## src/rtl/unlock_pkg.sv

```systemverilog
// Shared types, width helpers and character constants
// for the parametrised unlock sequence detector.
package unlock_pkg;

   typedef enum logic [1:0] {
      COLLECT = 2'd0,
      OPEN    = 2'd1,
      LOCKOUT = 2'd2
   } state_t;

   function automatic int clog2_min1(input int n);
      return (n <= 2) ? 1 : $clog2(n);
   endfunction

   localparam logic [7:0] CH_A = 8'h41;
   localparam logic [7:0] CH_B = 8'h42;
   localparam logic [7:0] CH_C = 8'h43;
   localparam logic [7:0] CH_D = 8'h44;

endpackage

```

## src/rtl/unlock_timer.sv

```systemverilog
// Down-counter shared by the OPEN and LOCKOUT windows.
// done is high whenever the count reads zero.
module unlock_timer #(
   parameter int W = 4
) (
   input  logic         clk,
   input  logic         reset,
   input  logic         load,
   input  logic [W-1:0] load_val,
   output logic         done
);

   logic [W-1:0] cnt;

   // load takes priority; otherwise count down to zero and hold
   always_ff @(posedge clk or negedge reset) begin
      if (!reset) begin
         cnt <= '0;
      end else if (load) begin
         cnt <= load_val;
      end else if (cnt != '0) begin
         cnt <= cnt - W'(1);
      end
   end

   assign done = (cnt == '0);

endmodule

```

## src/rtl/unlock_seq_param.sv

```systemverilog
// Parametrised code lock: fixed-length attempts, timed open
// window with code rewrite, and timed lockout after failures.
module unlock_seq_param
   import unlock_pkg::*;
#(
   parameter int CHAR_W         = 8,
   parameter int CODE_LEN       = 4,
   parameter logic [CODE_LEN*CHAR_W-1:0] DEFAULT_CODE =
      {CH_A, CH_B, CH_C, CH_A},
   parameter int OPEN_CYCLES    = 16,
   parameter int MAX_FAIL       = 3,
   parameter int LOCKOUT_CYCLES = 64
) (
   input  logic                                 clk,
   input  logic                                 reset,
   input  logic [CHAR_W-1:0]                    ascii_in,
   input  logic                                 ascii_valid,
   input  logic                                 code_we,
   input  logic [clog2_min1(CODE_LEN)-1:0]      code_idx,
   input  logic [CHAR_W-1:0]                    code_char,
   output logic                                 out,
   output logic                                 fail_pulse,
   output logic                                 locked_out,
   output logic [clog2_min1(MAX_FAIL+1)-1:0]    fail_count
);

   localparam int IW   = clog2_min1(CODE_LEN);
   localparam int FW   = clog2_min1(MAX_FAIL + 1);
   localparam int TMAX = (OPEN_CYCLES > LOCKOUT_CYCLES) ?
                         OPEN_CYCLES : LOCKOUT_CYCLES;
   localparam int TW   = clog2_min1(TMAX);

   localparam logic [IW-1:0] LAST  = IW'(CODE_LEN - 1);
   localparam logic [IW:0]   LEN_X = CODE_LEN[IW:0];
   localparam logic [FW-1:0] FMAX  = FW'(MAX_FAIL);
   localparam logic [FW-1:0] FLAST = FW'(MAX_FAIL - 1);
   localparam logic [TW-1:0] T_OPEN = TW'(OPEN_CYCLES - 1);
   localparam logic [TW-1:0] T_LOCK = TW'(LOCKOUT_CYCLES - 1);

   state_t            state, state_n;
   logic [IW-1:0]     pos, pos_n;
   logic              mismatch, mis_n;
   logic [FW-1:0]     fail_n;
   logic              pulse_n;
   logic              t_load;
   logic [TW-1:0]     t_val;
   logic              t_done;
   logic [CHAR_W-1:0] code [CODE_LEN];
   logic              miss_now;
   logic              wr_en;

   unlock_timer #(
      .W (TW)
   ) u_timer (
      .clk      (clk),
      .reset    (reset),
      .load     (t_load),
      .load_val (t_val),
      .done     (t_done)
   );

   assign miss_now = mismatch | (ascii_in != code[pos]);
   assign wr_en    = code_we && (state == OPEN) &&
                     ({1'b0, code_idx} < LEN_X);

   // code register: reset to the default, writable only while open
   always_ff @(posedge clk or negedge reset) begin
      if (!reset) begin
         for (int i = 0; i < CODE_LEN; i++) begin
            code[i] <= DEFAULT_CODE[(CODE_LEN-1-i)*CHAR_W +: CHAR_W];
         end
      end else if (wr_en) begin
         code[code_idx] <= code_char;
      end
   end

   // state, attempt progress and registered outputs
   always_ff @(posedge clk or negedge reset) begin
      if (!reset) begin
         state      <= COLLECT;
         pos        <= '0;
         mismatch   <= 1'b0;
         out        <= 1'b0;
         fail_pulse <= 1'b0;
         locked_out <= 1'b0;
         fail_count <= '0;
      end else begin
         state      <= state_n;
         pos        <= pos_n;
         mismatch   <= mis_n;
         out        <= (state_n == OPEN);
         fail_pulse <= pulse_n;
         locked_out <= (state_n == LOCKOUT);
         fail_count <= fail_n;
      end
   end

   // next-state: attempt evaluation and window timing
   always_comb begin
      state_n = state;
      pos_n   = pos;
      mis_n   = mismatch;
      fail_n  = fail_count;
      pulse_n = 1'b0;
      t_load  = 1'b0;
      t_val   = '0;
      case (state)
         COLLECT: begin
            if (ascii_valid) begin
               if (pos == LAST) begin
                  pos_n = '0;
                  mis_n = 1'b0;
                  if (!miss_now) begin
                     state_n = OPEN;
                     t_load  = 1'b1;
                     t_val   = T_OPEN;
                     fail_n  = '0;
                  end else begin
                     pulse_n = 1'b1;
                     if (fail_count == FLAST) begin
                        state_n = LOCKOUT;
                        t_load  = 1'b1;
                        t_val   = T_LOCK;
                        fail_n  = FMAX;
                     end else begin
                        fail_n = fail_count + FW'(1);
                     end
                  end
               end else begin
                  pos_n = pos + IW'(1);
                  mis_n = miss_now;
               end
            end
         end
         OPEN: begin
            if (t_done) begin
               state_n = COLLECT;
            end
         end
         LOCKOUT: begin
            if (t_done) begin
               state_n = COLLECT;
               fail_n  = '0;
            end
         end
         default: begin
            state_n = COLLECT;
         end
      endcase
   end

endmodule

```

## config.mk

```make
export PLATFORM = sky130hd
export DESIGN_NAME = unlock_seq_param
export DESIGN_NICKNAME = d
export VERILOG_FILES = /design/src/rtl/unlock_pkg.sv /design/src/rtl/unlock_timer.sv /design/src/rtl/unlock_seq_param.sv
export SDC_FILE = /design/constraint.sdc
export NUM_CORES = 1
export LEC_CHECK = 0
export ABC_AREA = 1
export BUFFER_PORTS_ARGS = -buffer_cell sky130_fd_sc_hd__buf_2
export CAP_MARGIN = 15
export CORE_AREA = 4 4 91 93
export CTS_CLUSTER_DIAMETER = 60
export CTS_CLUSTER_SIZE = 14
export DETAILED_ROUTE_END_ITERATION = 7
export DIE_AREA = 0 0 95 97
export PLACE_DENSITY_LB_ADDON = 0.08
export SLEW_MARGIN = 20
export SYNTH_ARGS = -nofsm -noshare
export SYNTH_HDL_FRONTEND = slang
export SYNTH_SLANG_ARGS = --single-unit
```

## constraint.sdc

```tcl
create_clock -name clk -period 3.11 [get_ports clk]
set_input_delay 0.1555 -clock clk [delete_from_list [all_inputs] [get_ports clk]]
set_output_delay 0.1555 -clock clk [all_outputs]
set_load 0.02 [all_outputs]
```

==> flow_metrics.env <==
export IMPL_fmax_mhz=454
export IMPL_yosysSeqAreaShare_pct=47.8
export IMPL_vias_per_cell=4.49
export IMPL_drv_slew=0
export IMPL_cts_buffers=5
export IMPL_drtAntennaViolNets=0
export IMPL_vias=2050
export IMPL_die_y_um=97
export IMPL_areaGrowthSynthToFinish_pct=12.7
export IMPL_clock_sinks=48
export IMPL_period_share_pct=70.8
export IMPL_p_leak_nw=1.44
export IMPL_fin_crit_ns=2.20
export IMPL_io_pins=27
export IMPL_tightest_slew_ns=0.628
export IMPL_rsz0062_at_grt="no"
export IMPL_relSlewSlack_pct=58.0
export IMPL_synth_cells=326
export IMPL_setup_viol=0
export IMPL_grt_pass1_wl_um=9950
export IMPL_hold_viol=0
export IMPL_syn_nets=355
export IMPL_drive_gt1_share_pct=16.6
export IMPL_synth_top_cell_area_share_pct=38.5
export IMPL_crit_required_ns=3.29
export IMPL_drt_total_wl_um=5530
export IMPL_ff2ff_path_depth=13
export IMPL_stdcell_area_sq_um=2860
export IMPL_drt_first_pass_iters=4
export IMPL_worstPathArrival_ns=2.39
export IMPL_post_cts_buffers=0
export IMPL_vdd_drop_max_mv=0.170
export IMPL_antennaDiodeCount=0
export IMPL_gp_congestion=0.741
export IMPL_grt_overflow=0
export IMPL_place_area_sq_um=2760
export IMPL_drtIter0Drc=94
export IMPL_htree_levels=2
export IMPL_cts_tree="done"
export IMPL_grt_pass1_vias=2175
export IMPL_start_util_pct=33.7
export IMPL_clkTransAtPathRegs_ns=0.09
export IMPL_clk_latency_ns=0.29
export IMPL_ys_top_cells_by_count="nand2_1, dfrtp_1, inv_1, o21ai_0, nand3_1"
export IMPL_synth_edf_count=0
export IMPL_drc_errors=0
export IMPL_timing_hold_ws_ns=0.108
export IMPL_hold_path_class="input pin to flip-flop"
export IMPL_powerDensity_nw_per_um2=658
export IMPL_nets=383
export IMPL_core_area_sq_um=7530
export IMPL_path_max_fanout=18
export IMPL_tns_ns=0
export IMPL_synth_cell_types=25
export IMPL_critPathLaunchType="flip-flop"
export IMPL_fp_dieW_um=95
export IMPL_synth_seq_cells=48
export IMPL_synthArstFlopShare_pct=100
export IMPL_grt_start_max_net_pins=46
export IMPL_cts_resized=0
export IMPL_cts_buffer_depth=2
export IMPL_antenna_found_initial=0
export IMPL_wl_per_cell_um=12.1
export IMPL_clock_skew_ns=0.00629
export IMPL_ys_warnings_count=0
export IMPL_synthTopCellsByArea="dfrtp_1, nand2_1, dfstp_2"
export IMPL_synth_area_sq_um=2540
export IMPL_num_rows=32
export IMPL_grt_usage_pct=13.5
export IMPL_status="finished, final reports clean"
export IMPL_avgSynthCellArea_sq_um=7.78
export IMPL_hpwl_um=4040
export IMPL_synth_main_ff_cell="dfrtp_1"
export IMPL_whs_path_depth=3
export IMPL_r2r_start="pos[0]$_DFFE_PN0P_"
export IMPL_startpoint="pos[0]$_DFFE_PN0P_"
export IMPL_final_util_pct=38.0
export IMPL_ctsRootBufferMaster="clkbuf_8"
export IMPL_dieArea_sq_um=9220
export IMPL_maxCapViolations=0
export IMPL_min_from="code_char[0]"
export IMPL_synth_most_common_cell="nand2_1"
export IMPL_path_class="flip-flop to flip-flop"
export IMPL_critPathCaptureType="flip-flop"
export IMPL_port_buffers=26
export IMPL_synth_area_leader_cell="dfrtp_1"
## path summary, 6_finish.rpt
path                                               to  slack, ns
max in group asynchronous         code[6]$_DFFE_PN1P_       2.14
max reg2reg                u_timer.cnt[4]$_DFFE_PN0P_       0.91
min reg2reg                      code[11]$_DFFE_PN0P_       0.49
max                        u_timer.cnt[4]$_DFFE_PN0P_       0.91
min in group asynchronous  u_timer.cnt[2]$_DFFE_PN0P_       0.39
min                               code[0]$_DFFE_PN1P_       0.11
## per-stage QoR
stage,power [mW],setup WS [ns],instances
finish,1.88,0.907,457
global route,2.07,0.594,457
CTS,1.92,0.884,456
detailed placement,1.52,0.898,448
global placement,1.51,0.957,448
floorplan,1.38,1.38,326
## cell families after synthesis
family	count (synthesis)	share of synthesized area [%]
AND/OR/NAND/NOR	171	29.4
AO/OA/AOI/OAI	45	9.03
buffers and inverters	49	8.29
XOR/XNOR	6	2.07
flip-flops	48	47.8
adder cells (fa/ha/maj)	7	3.45
## per-layer routing
| metal | global-route usage [%] | wire [um] | vias up |
|---|---|---|---|
| li1 | - | - | 1083 |
| met1 | 16.3 | 2610 | 941 |
| met2 | 24.2 | 2710 | 21 |
| met3 | 2.80 | 161 | 5 |
| met4 | 3.00 | 50 | 0 |
| met5 | 0 | 0 | - |
## worst max-delay path, stage by stage, from the launching register on
cell,delay (ns)
dfrtp_1,0.75
inv_4,0.21
nand2_1,0.11
nand3_1,0.09
nand3_1,0.10
nand2_1,0.07
inv_1,0.05
nand2_1,0.05
nor2_1,0.14
nand3_2,0.15
nand2_1,0.13
nand2_2,0.10
nand2_1,0.09
a21oi_1,0.06
## power by group
part	internal [mW]	switching, mW
logic	0.254	0.414
clock network	0.182	0.201
registers	0.715	0.114
## final cells by class
type | instances | area (sq um)
fill | 835 | 4670
sequential | 48 | 1210
multi-input combinational | 229 | 1110
timing repair buffer | 29 | 158
inverter | 41 | 156
tap | 102 | 128
clock buffer | 8 | 90.1
## state kept, by name, indices dropped and copies added (netlist names)
| register | flops |
|---|---|
| code | 32 |
| u_timer.cnt | 6 |
| fail_count | 2 |
| pos | 2 |
| state | 2 |
| fail_pulse | 1 |
| locked_out | 1 |
| mismatch | 1 |
| out | 1 |
## repair_timing
action / CTS / global route
hold endpoints to repair: 0 / 39
hold buffers: 0 / 1
setup endpoints to repair: 0 / 0
## placed cells by master (no fill, tap or decap), types with 2 or more instances in the layout
master / count
xor2_1: 2
clkbuf_1: 2
a21oi_1: 11
nor3_1: 3
nand2_2: 4
o21ai_1: 2
nand3b_1: 2
dfstp_2: 9
dfrtp_1: 39
o21ai_0: 30
nand3_2: 5
ha_1: 7
nand2_1: 106
nand3_1: 29
inv_1: 38
clkbuf_8: 6
inv_2: 2
buf_4: 3
xnor2_1: 4
buf_2: 25
nor2_1: 18
nor2_2: 3
(Power assumes the default switching activity.)
